--- config.mk ---
export PLATFORM = sky130hd
export DESIGN_NAME = hidden_layer_mac_flat
export DESIGN_NICKNAME = d
export VERILOG_FILES = /design/src/rtl/hidden_layer_mac_if.sv /design/src/rtl/hidden_layer_mac.sv /design/src/flat_wrapper.sv
export SDC_FILE = /design/constraint.sdc
export NUM_CORES = 1
export LEC_CHECK = 0
export BUFFER_PORTS_ARGS = -buffer_cell sky130_fd_sc_hd__buf_2
export CELL_PAD_IN_SITES_DETAIL_PLACEMENT = 1
export CELL_PAD_IN_SITES_GLOBAL_PLACEMENT = 1
export CORE_MARGIN = 2
export CORE_UTILIZATION = 40
export CTS_BUF_LIST = sky130_fd_sc_hd__clkbuf_8 sky130_fd_sc_hd__clkbuf_16
export CTS_CLUSTER_DIAMETER = 200
export DETAILED_ROUTE_END_ITERATION = 7
export GPL_TIMING_DRIVEN = 0
export PLACE_DENSITY_LB_ADDON = 0.05
export SLEW_MARGIN = 30
export SYNTH_ARGS = -nofsm -noshare
export SYNTH_HDL_FRONTEND = slang
export SYNTH_SLANG_ARGS = --single-unit
--- constraint.sdc ---
create_clock -name clk -period 6.9 [get_ports clk]
set_input_delay 1.035 -clock clk [delete_from_list [all_inputs] [get_ports clk]]
set_output_delay 1.035 -clock clk [all_outputs]
set_load 0.01 [all_outputs]
--- src/rtl/hidden_layer_mac_if.sv ---
// Result stream from the hidden-layer engine to the output-layer stage.
// One 8-bit activation plus its neuron index per valid/ready transfer.
interface hidden_layer_mac_if #(
   parameter int IDX_W = 5
);
   logic             out_valid;
   logic             out_ready;
   logic [7:0]       out_data;
   logic [IDX_W-1:0] out_idx;

   modport master (
      output out_valid,
      output out_data,
      output out_idx,
      input  out_ready
   );

   modport slave (
      input  out_valid,
      input  out_data,
      input  out_idx,
      output out_ready
   );
endinterface

--- src/rtl/hidden_layer_mac.sv ---
// hidden_layer_mac: sequential hidden-layer neuron engine, one signed 8x8 MAC per cycle, N_HID neurons per pass.
// Latency: N_IN+2 cycles per neuron with out_ready high; done pulses one cycle after the last accepted result.
// Backpressure: out_ready low holds the result and freezes addresses. Optional ReLU: define HIDDEN_MAC_RELU_EN.
module hidden_layer_mac #(
   parameter  int N_IN      = 64,
   parameter  int N_HID     = 30,
   parameter  int FRAC_BITS = 4,
   parameter  int ACC_W     = 24,
   localparam int X_AW      = $clog2(N_IN),
   localparam int W_AW      = $clog2(N_IN * N_HID),
   localparam int K_W       = $clog2(N_HID)
) (
   input  logic                  clk,
   input  logic                  rst_n,
   input  logic                  start_i,
   input  logic [8*N_HID-1:0]    bh_flat_i,
   output logic [X_AW-1:0]       x_addr_o,
   input  logic [7:0]            x_data_i,
   output logic [W_AW-1:0]       w_addr_o,
   input  logic [7:0]            w_data_i,
   output logic                  busy_o,
   output logic                  done_o,
   hidden_layer_mac_if.master    out_if
);

   typedef enum logic [1:0] {
      IDLE = 2'd0,
      BIAS = 2'd1,
      ACC  = 2'd2,
      OUT  = 2'd3
   } state_t;

   localparam logic signed [ACC_W-1:0] SAT_MAX = ACC_W'(127);
   localparam logic signed [ACC_W-1:0] SAT_MIN = ACC_W'(-128);

   state_t state_q, state_d;

   logic [K_W-1:0]          k_q, k_d;
   logic [X_AW-1:0]         i_q, i_d;
   logic [W_AW-1:0]         w_addr_q, w_addr_d;
   logic signed [ACC_W-1:0] acc_q, acc_d;
   logic                    busy_q, busy_d;
   logic                    done_q, done_d;
   logic                    out_valid_q, out_valid_d;
   logic [7:0]              out_data_q, out_data_d;
   logic [K_W-1:0]          out_idx_q, out_idx_d;

   logic                    last_i;
   logic                    last_k;
   logic                    xfer;
   logic [7:0]              bh_k;
   logic signed [ACC_W-1:0] bias_ext;
   logic signed [15:0]      prod;
   logic signed [ACC_W-1:0] prod_ext;
   logic signed [ACC_W-1:0] acc_sum;
   logic signed [ACC_W-1:0] r_shift;
   logic signed [ACC_W-1:0] r_act;
   logic [7:0]              sat_val;

   assign last_i = (i_q == X_AW'(N_IN - 1));
   assign last_k = (k_q == K_W'(N_HID - 1));
   assign xfer   = out_valid_q & out_if.out_ready;

   // Datapath: bias alignment, product, running sum and the final rescale.
   assign bh_k     = bh_flat_i[8*int'(k_q) +: 8];
   assign bias_ext = $signed({{(ACC_W-8){bh_k[7]}}, bh_k}) <<< FRAC_BITS;
   assign prod     = $signed(x_data_i) * $signed(w_data_i);
   assign prod_ext = $signed({{(ACC_W-16){prod[15]}}, prod});
   assign acc_sum  = acc_q + prod_ext;
   assign r_shift  = acc_sum >>> FRAC_BITS;

`ifdef HIDDEN_MAC_RELU_EN
   assign r_act = (r_shift < 0) ? '0 : r_shift;
`else
   assign r_act = r_shift;
`endif

   always_comb begin
      sat_val = r_act[7:0];
      if (r_act > SAT_MAX) begin
         sat_val = 8'h7F;
      end else if (r_act < SAT_MIN) begin
         sat_val = 8'h80;
      end
   end

   // FSM state register.
   always_ff @(posedge clk or negedge rst_n) begin
      if (!rst_n) begin
         state_q <= IDLE;
      end else begin
         state_q <= state_d;
      end
   end

   // FSM next-state logic.
   always_comb begin
      state_d = state_q;
      case (state_q)
         IDLE: if (start_i) state_d = BIAS;
         BIAS: state_d = ACC;
         ACC:  if (last_i) state_d = OUT;
         OUT:  if (xfer) state_d = last_k ? IDLE : BIAS;
         default: state_d = IDLE;
      endcase
   end

   // FSM output logic: next values for every datapath and output register.
   always_comb begin
      k_d         = k_q;
      i_d         = i_q;
      w_addr_d    = w_addr_q;
      acc_d       = acc_q;
      busy_d      = busy_q;
      done_d      = 1'b0;
      out_valid_d = out_valid_q;
      out_data_d  = out_data_q;
      out_idx_d   = out_idx_q;
      case (state_q)
         IDLE: begin
            if (start_i) begin
               busy_d   = 1'b1;
               k_d      = '0;
               i_d      = '0;
               w_addr_d = '0;
            end
         end
         BIAS: begin
            acc_d = bias_ext;
         end
         ACC: begin
            acc_d = acc_sum;
            if (last_i) begin
               // Result is registered straight from the final sum so it is visible in OUT.
               out_data_d  = sat_val;
               out_idx_d   = k_q;
               out_valid_d = 1'b1;
            end else begin
               i_d      = i_q + X_AW'(1);
               w_addr_d = w_addr_q + W_AW'(1);
            end
         end
         OUT: begin
            if (xfer) begin
               out_valid_d = 1'b0;
               if (last_k) begin
                  busy_d = 1'b0;
                  done_d = 1'b1;
               end else begin
                  // w_addr sits on k*N_IN+N_IN-1, so +1 is the next neuron's base.
                  k_d      = k_q + K_W'(1);
                  i_d      = '0;
                  w_addr_d = w_addr_q + W_AW'(1);
               end
            end
         end
         default: ;
      endcase
   end

   always_ff @(posedge clk or negedge rst_n) begin
      if (!rst_n) begin
         k_q         <= '0;
         i_q         <= '0;
         w_addr_q    <= '0;
         acc_q       <= '0;
         busy_q      <= 1'b0;
         done_q      <= 1'b0;
         out_valid_q <= 1'b0;
         out_data_q  <= '0;
         out_idx_q   <= '0;
      end else begin
         k_q         <= k_d;
         i_q         <= i_d;
         w_addr_q    <= w_addr_d;
         acc_q       <= acc_d;
         busy_q      <= busy_d;
         done_q      <= done_d;
         out_valid_q <= out_valid_d;
         out_data_q  <= out_data_d;
         out_idx_q   <= out_idx_d;
      end
   end

   assign x_addr_o         = i_q;
   assign w_addr_o         = w_addr_q;
   assign busy_o           = busy_q;
   assign done_o           = done_q;
   assign out_if.out_valid = out_valid_q;
   assign out_if.out_data  = out_data_q;
   assign out_if.out_idx   = out_idx_q;

   a_hold_while_stalled: assert property (
      @(posedge clk) disable iff (!rst_n)
      (out_valid_q && !out_if.out_ready) |=>
         (out_valid_q && $stable(out_data_q) && $stable(out_idx_q) && $stable(w_addr_q))
   );

   a_done_only_at_idle: assert property (
      @(posedge clk) disable iff (!rst_n)
      done_q |-> (state_q == IDLE && !busy_q)
   );

endmodule

--- src/flat_wrapper.sv ---
// flat-port wrapper written by rule: the top's interface ports become plain ports
module hidden_layer_mac_flat 
#(
   parameter  int N_IN      = 64,
   parameter  int N_HID     = 30,
   parameter  int FRAC_BITS = 4,
   parameter  int ACC_W     = 24,
   localparam int X_AW      = $clog2(N_IN),
   localparam int W_AW      = $clog2(N_IN * N_HID),
   localparam int K_W       = $clog2(N_HID)
)
  (clk, rst_n, start_i, bh_flat_i, x_addr_o, x_data_i, w_addr_o, w_data_i, busy_o, done_o, out_if_out_valid, out_if_out_data, out_if_out_idx, out_if_out_ready);
  hidden_layer_mac_if out_if_i ();
  input  logic clk;
  input  logic rst_n;
  input  logic start_i;
  input  logic [8*N_HID-1:0] bh_flat_i;
  output logic [X_AW-1:0] x_addr_o;
  input  logic [7:0] x_data_i;
  output logic [W_AW-1:0] w_addr_o;
  input  logic [7:0] w_data_i;
  output logic busy_o;
  output logic done_o;
  output wire logic [$bits(out_if_i.out_valid)-1:0] out_if_out_valid;
  output wire logic [$bits(out_if_i.out_data)-1:0] out_if_out_data;
  output wire logic [$bits(out_if_i.out_idx)-1:0] out_if_out_idx;
  input wire logic [$bits(out_if_i.out_ready)-1:0] out_if_out_ready;
  assign out_if_out_valid = out_if_i.out_valid;
  assign out_if_out_data = out_if_i.out_data;
  assign out_if_out_idx = out_if_i.out_idx;
  assign out_if_i.out_ready = out_if_out_ready;
  hidden_layer_mac #(.N_IN(N_IN), .N_HID(N_HID), .FRAC_BITS(FRAC_BITS), .ACC_W(ACC_W)) u_core (.clk(clk), .rst_n(rst_n), .start_i(start_i), .bh_flat_i(bh_flat_i), .x_addr_o(x_addr_o), .x_data_i(x_data_i), .w_addr_o(w_addr_o), .w_data_i(w_data_i), .busy_o(busy_o), .done_o(done_o), .out_if(out_if_i));
endmodule
# Word level (Yosys, flattened, before mapping)
# Cells that the tools add are included.
# Widths: inputs -> output; s select.
[classes]
addsub = 4
bitwise_logic = 1
n_shift = 1
reduce_logical = 11
multipliers = 1
n_lt_le_gt_ge = 2
n_mux = 32
eq_ne = 11
div = 0
[ops]
columns = ["cell", "n"]
rows = [
  ["$shiftx 240x9->8", 1],
  ["$pmux 24 s2", 1],
  ["$mux 11", 4],
  ["$pmux 11 s3", 1],
  ["$add 24x16->24", 1],
  ["$mux 6", 4],
  ["$gt 20x8->1 const B", 1],
  ["$lt 20x8->1 const B", 1],
  ["$pmux 6 s3", 1],
  ["$mul 8x8->16", 1],
  ["$mux 8", 2],
  ["$mux 5", 3],
  ["$add 11x1->11 const B", 1],
  ["$pmux 5 s2", 1],
  ["$mux 1", 9],
  ["$pmux 2 s4", 1],
  ["$reduce_and 4->1", 2],
  ["$add 6x1->6 const B", 1],
  ["$eq 6x6->1 const B", 1],
  ["$mux 2", 3],
  ["$ne 2x1->1 const B", 3],
  ["$ne 2x2->1 const B", 3],
  ["$reduce_and 3->1", 2],
  ["$reduce_bool 2->1", 3],
  ["other kinds (10)", 12],
]
[word_totals]
register_bits = 64
memories = 0
mem_bits_ro = 0
ramBits = 0
output_inout_bits = 33
latchBits = 0

# Logic depth before layout (Yosys ltp)
[depth]
ltp_word = 5
mapped_depth = 21

# Worst setup path before layout
# No wires, ideal clock.
[synth_timing]
path_kind = "in2reg"
startpoint = "input port w_data_i[1]"
endpoint = "register u_core.out_data_q[0] (netlist: u_core.out_if.out_data[0])"
cell_stages = 17
slack_ns = 0.343
setup_ns = 0.130
t_required_ns = 6.770
arrival_time_ns = 6.427
n_path_buf = 2
path_cell_list = "clkbuf_1 -> and2_1 -> fa_1 -> fa_1 -> fa_1 -> fa_1 -> ha_1 -> ha_1 -> a211oi_2 -> o21ai_1 -> o221a_2 -> or4_4 -> nand3_2 -> nand4bb_1 -> buf_1 -> o32ai_1 -> a21oi_1"
[synth_between]
elab_chain_len = 5
word_cells_on_any_way = 6
cone_classes = "add/sub: 1; mul: 1; order compare: 2; mux: 2"
[synth_lines]
columns = ["element", "line_no", "text"]
rows = [
  ["start, declared", "flat_wrapper.sv:21", "input logic [7:0] w_data_i;"],
  ["$mul 8x8->16 *", "hidden_layer_mac.sv:67", "assign prod = $signed(x_data_i) * $signed(w_data_i);"],
  ["$add 24x16->24 *", "hidden_layer_mac.sv:69", "assign acc_sum = acc_q + prod_ext;"],
  ["$lt 20x8->1", "hidden_layer_mac.sv:82", "end else if (r_act < SAT_MIN) begin"],
  ["$mux 8", "hidden_layer_mac.sv:82", ""],
  ["$mux 8 *", "hidden_layer_mac.sv:80", "if (r_act > SAT_MAX) begin"],
  ["end signal, assigned", "hidden_layer_mac.sv:180", "out_data_q <= out_data_d;"],
  ["end, declared", "hidden_layer_mac.sv:45", "logic [7:0] out_data_q, out_data_d;"],
]
# Every way passes the cells marked *; elsewhere a longest branch is shown, timed or not.
# A chain may end at the register's enable or synchronous reset.

# Worst setup path after layout
[layout_timing]
startpoint = "input port x_data_i[7]"
endpoint = "register u_core.out_data_q[1] (netlist: u_core.out_if.out_data[1])"
[layout_between]
elab_chain_len = 5
word_cells_on_any_way = 6
cone_classes = "add/sub: 1; mul: 1; order compare: 2; mux: 2"
[layout_lines]
columns = ["element", "line_no", "text"]
rows = [
  ["start, declared", "flat_wrapper.sv:19", "input logic [7:0] x_data_i;"],
  ["$mul 8x8->16 *", "hidden_layer_mac.sv:67", ""],
  ["$add 24x16->24 *", "hidden_layer_mac.sv:69", ""],
  ["$lt 20x8->1", "hidden_layer_mac.sv:82", ""],
  ["$mux 8", "hidden_layer_mac.sv:82", ""],
  ["$mux 8 *", "hidden_layer_mac.sv:80", ""],
]
# Marks and branches as above.

==> results.json <==
{
  "yosysWarnings": 0,
  "seq_area_frac_synth": 0.169,
  "skew_ps": 4.20,
  "slowest_stage": "fa_2",
  "crit_type": "in -> reg",
  "drt_wl_total_um": 32600,
  "grt_first_pass_wirelength_um": 51800,
  "synthArstFlopShare": 1.00,
  "cts_sinks": 64,
  "drc": 0,
  "vias_per_cell": 5.37,
  "dieHeight_um": 158,
  "die_width_um": 158,
  "tritoncts": "done",
  "cts_root_buf": "clkbuf_16",
  "critPathMaxFanout": 8,
  "gp_congestion": 0.866,
  "io_pins": 293,
  "place_ws_ps": -462,
  "critical_path.max_stage_delay_ps": 730,
  "synth_common_cells": "inv_1 (116), fa_1 (104), nand2_1 (76), nor2_1 (72), dfrtp_1 (64)",
  "syn-num-nets": 1379,
  "final_nets": 1690,
  "ys_ff_latch": 64,
  "num_vias": 8566,
  "max_slew.worst_pin.slew_ps": 818,
  "arrival_ps": 6760,
  "ant_nets": 0,
  "yosys-top-cells-area": "fa_1 (22%), dfrtp_1 (17%), mux4_2 (13%), ha_1 (8.3%), inv_1 (4.6%)",
  "grt-ovfl-total": 0,
  "synth_edf_count": 0,
  "path_clk_slew_ps": 60,
  "critPathCaptureType": "flop",
  "antenna_found_initial": 7,
  "fp-row-count": 56,
  "synthDistinctLibCells": 66,
  "setup_viol": 0,
  "area_growth_pct": 25.1,
  "slew_headroom": 0.455,
  "drtPass1Iterations": 5,
  "drtIter0Drc": 367,
  "grt_max_degree": 43,
  "dp_hpwl_um": 28400,
  "drv_slew": 0,
  "worst_path_most_repeated_cell": "fa_1",
  "maxCapViolations": 0,
  "holdBufCountCts": 0,
  "start_util": 0.405,
  "drive_gt1_frac": 0.334,
  "setup_ws_ps": 412,
  "critPathTopFamily": "adder cells",
  "cts.htree.levels": 3,
  "wl_per_cell_um": 20.5,
  "outcome": "completed",
  "clock_path_buffers": 2,
  "worstPathRequired_ps": 7170,
  "yosysMostFrequentCell": "inv_1",
  "layout_min_cycle_time_ps": 6490,
  "die_area_sq_um": 24900,
  "post-route-period-util": 0.940,
  "crit_path_start_kind": "input pin",
  "ys.flop_type": "dfrtp_1",
  "fmaxAchievable_mhz": 154,
  "crit_chain": "buf_2 > nand2_1 > fa_1 > fa_2 > clkinvlp_4 > fa_1 > fa_1 > ha_1 > ha_1 > and3_1 > buf_2 > and3_4 > a22oi_1 > nand2_1 > or2_2 > nor4_1 > nand4_2 > a21oi_1",
  "yosys.area.top_type": "fa_1",
  "synth_area_sq_um": 9460,
  "port_buffers": 291,
  "rsz0062_at_grt": "false",
  "synth_cells": 952,
  "clk_latency_ps": 350,
  "cts_made_buffers": 9,
  "grt_use_total": 0.274,
  "design.core.area_sq_um": 23300,
  "hp-class": "reg -> reg",
  "crit_buf_inv": 3,
  "synth_top_area_frac": 0.220,
  "finalHoldViolCount": 0,
  "grt_pass1_vias": 9257,
  "syn_area_per_cell_sq_um": 9.94
}
-- cell families (layout without fill, tap and decap cells) --
family | Yosys count | in the layout | share of synthesized area
AO/OA/AOI/OAI | 178 | 178 | 0.126
XOR/XNOR | 25 | 25 | 0.0231
adder cells (fa/ha/maj) | 167 | 167 | 0.303
buffers and inverters | 160 | 476 | 0.0678
flip-flops | 64 | 64 | 0.169
multiplexers | 94 | 94 | 0.174
other | 0 | 7 | 0
AND/OR/NAND/NOR | 264 | 264 | 0.136
-- sequential cells by signal, indices dropped and copies added (netlist names) --
register                 count
u_core.done_o                1
u_core.w_addr_o             11
u_core.out_if.out_idx        5
u_core.out_if.out_data       8
u_core.out_if.out_valid      1
u_core.state_q               2
u_core.busy_o                1
u_core.k_q                   5
u_core.acc_q                24
u_core.x_addr_o              6
-- cell usage in the layout, fill, tap and decap left out, types with 10 or more instances in the layout --
cell type	netlist	layout
buf_2	12	303
inv_1	116	115
fa_1	104	103
nand2_1	76	76
nor2_1	72	72
dfrtp_1	64	64
ha_1	63	63
mux4_2	56	56
a21oi_1	55	55
o21ai_0	36	36
mux2i_1	34	34
and2_1	33	31
clkbuf_1	19	19
nand3_1	19	19
xor2_1	15	15
nand4_1	15	15
buf_4	7	14
nor3_1	12	12
xnor2_1	10	10
-- cell type report --
type | count | area, sq um
Timing Repair Buffer | 300 | 1540
Clock buffer | 9 | 225
Sequential cell | 64 | 1600
Tap cell | 319 | 399
Fill cell | 2792 | 11500
Clock inverter | 7 | 144
Buffer | 43 | 203
Antenna cell | 7 | 17.5
Inverter | 117 | 443
Multi-Input combinational cell | 728 | 7260
-- tightest hold or removal path, delay by kind of cell (launching register included) --
family,cells,cell delay [ps]
DFF,1,340
and+or+nand+nor,2,100
-- stage by stage --
step | cell area [sq um] | TNS [ps] | hold slack (ps) | cells | util
2_1_floorplan | 9460 | 0 | 481 | 952 | -
3_3_place_gp | 11300 | -4880 | 458 | 1562 | 0.485
3_5_place_dp | 11400 | -3770 | 459 | 1565 | 0.487
4_1_cts | 11700 | 0 | 473 | 1581 | 0.503
5_1_grt | 11800 | 0 | 505 | 1593 | 0.507
6_report | 11800 | 0 | 470 | 1594 | 0.507
-- layer usage --
metal	vias up	part of all wire	track usage
met3	56	0.043	0.0386
met5	-	0	0
met4	0	0.036	0.116
met1	4288	0.41	0.336
li1	3987	-	-
met2	235	0.51	0.483
-- worst paths after layout --
| check | startpoint | endpoint | slack, ps | cells past startpoint |
|---|---|---|---|---|
| min in group asynchronous | rst_n | u_core.w_addr_o[2] | 680 | 1 |
| max | x_data_i[7] | u_core.out_if.out_data[1] | 410 | 18 |
| min reg2reg | u_core.out_if.out_idx[3] | u_core.out_if.out_idx[3] | 470 | 2 |
| max in group asynchronous | rst_n | u_core.acc_q[12] | 5670 | 2 |
| max reg2reg | u_core.acc_q[6] | u_core.out_if.out_data[1] | 1380 | 19 |
| min | u_core.out_if.out_idx[3] | u_core.out_if.out_idx[3] | 470 | 2 |
-- timing repair --
item	4_1_cts	5_1_grt
gates resized for setup	1	7
setup buffers	0	6
gates cloned	0	0
endpoints found under the setup margin	8	8
pin swaps	0	2
Power is not shown: default switching activity piles up to over one toggle a cycle in this logic, so the estimate is an artifact.
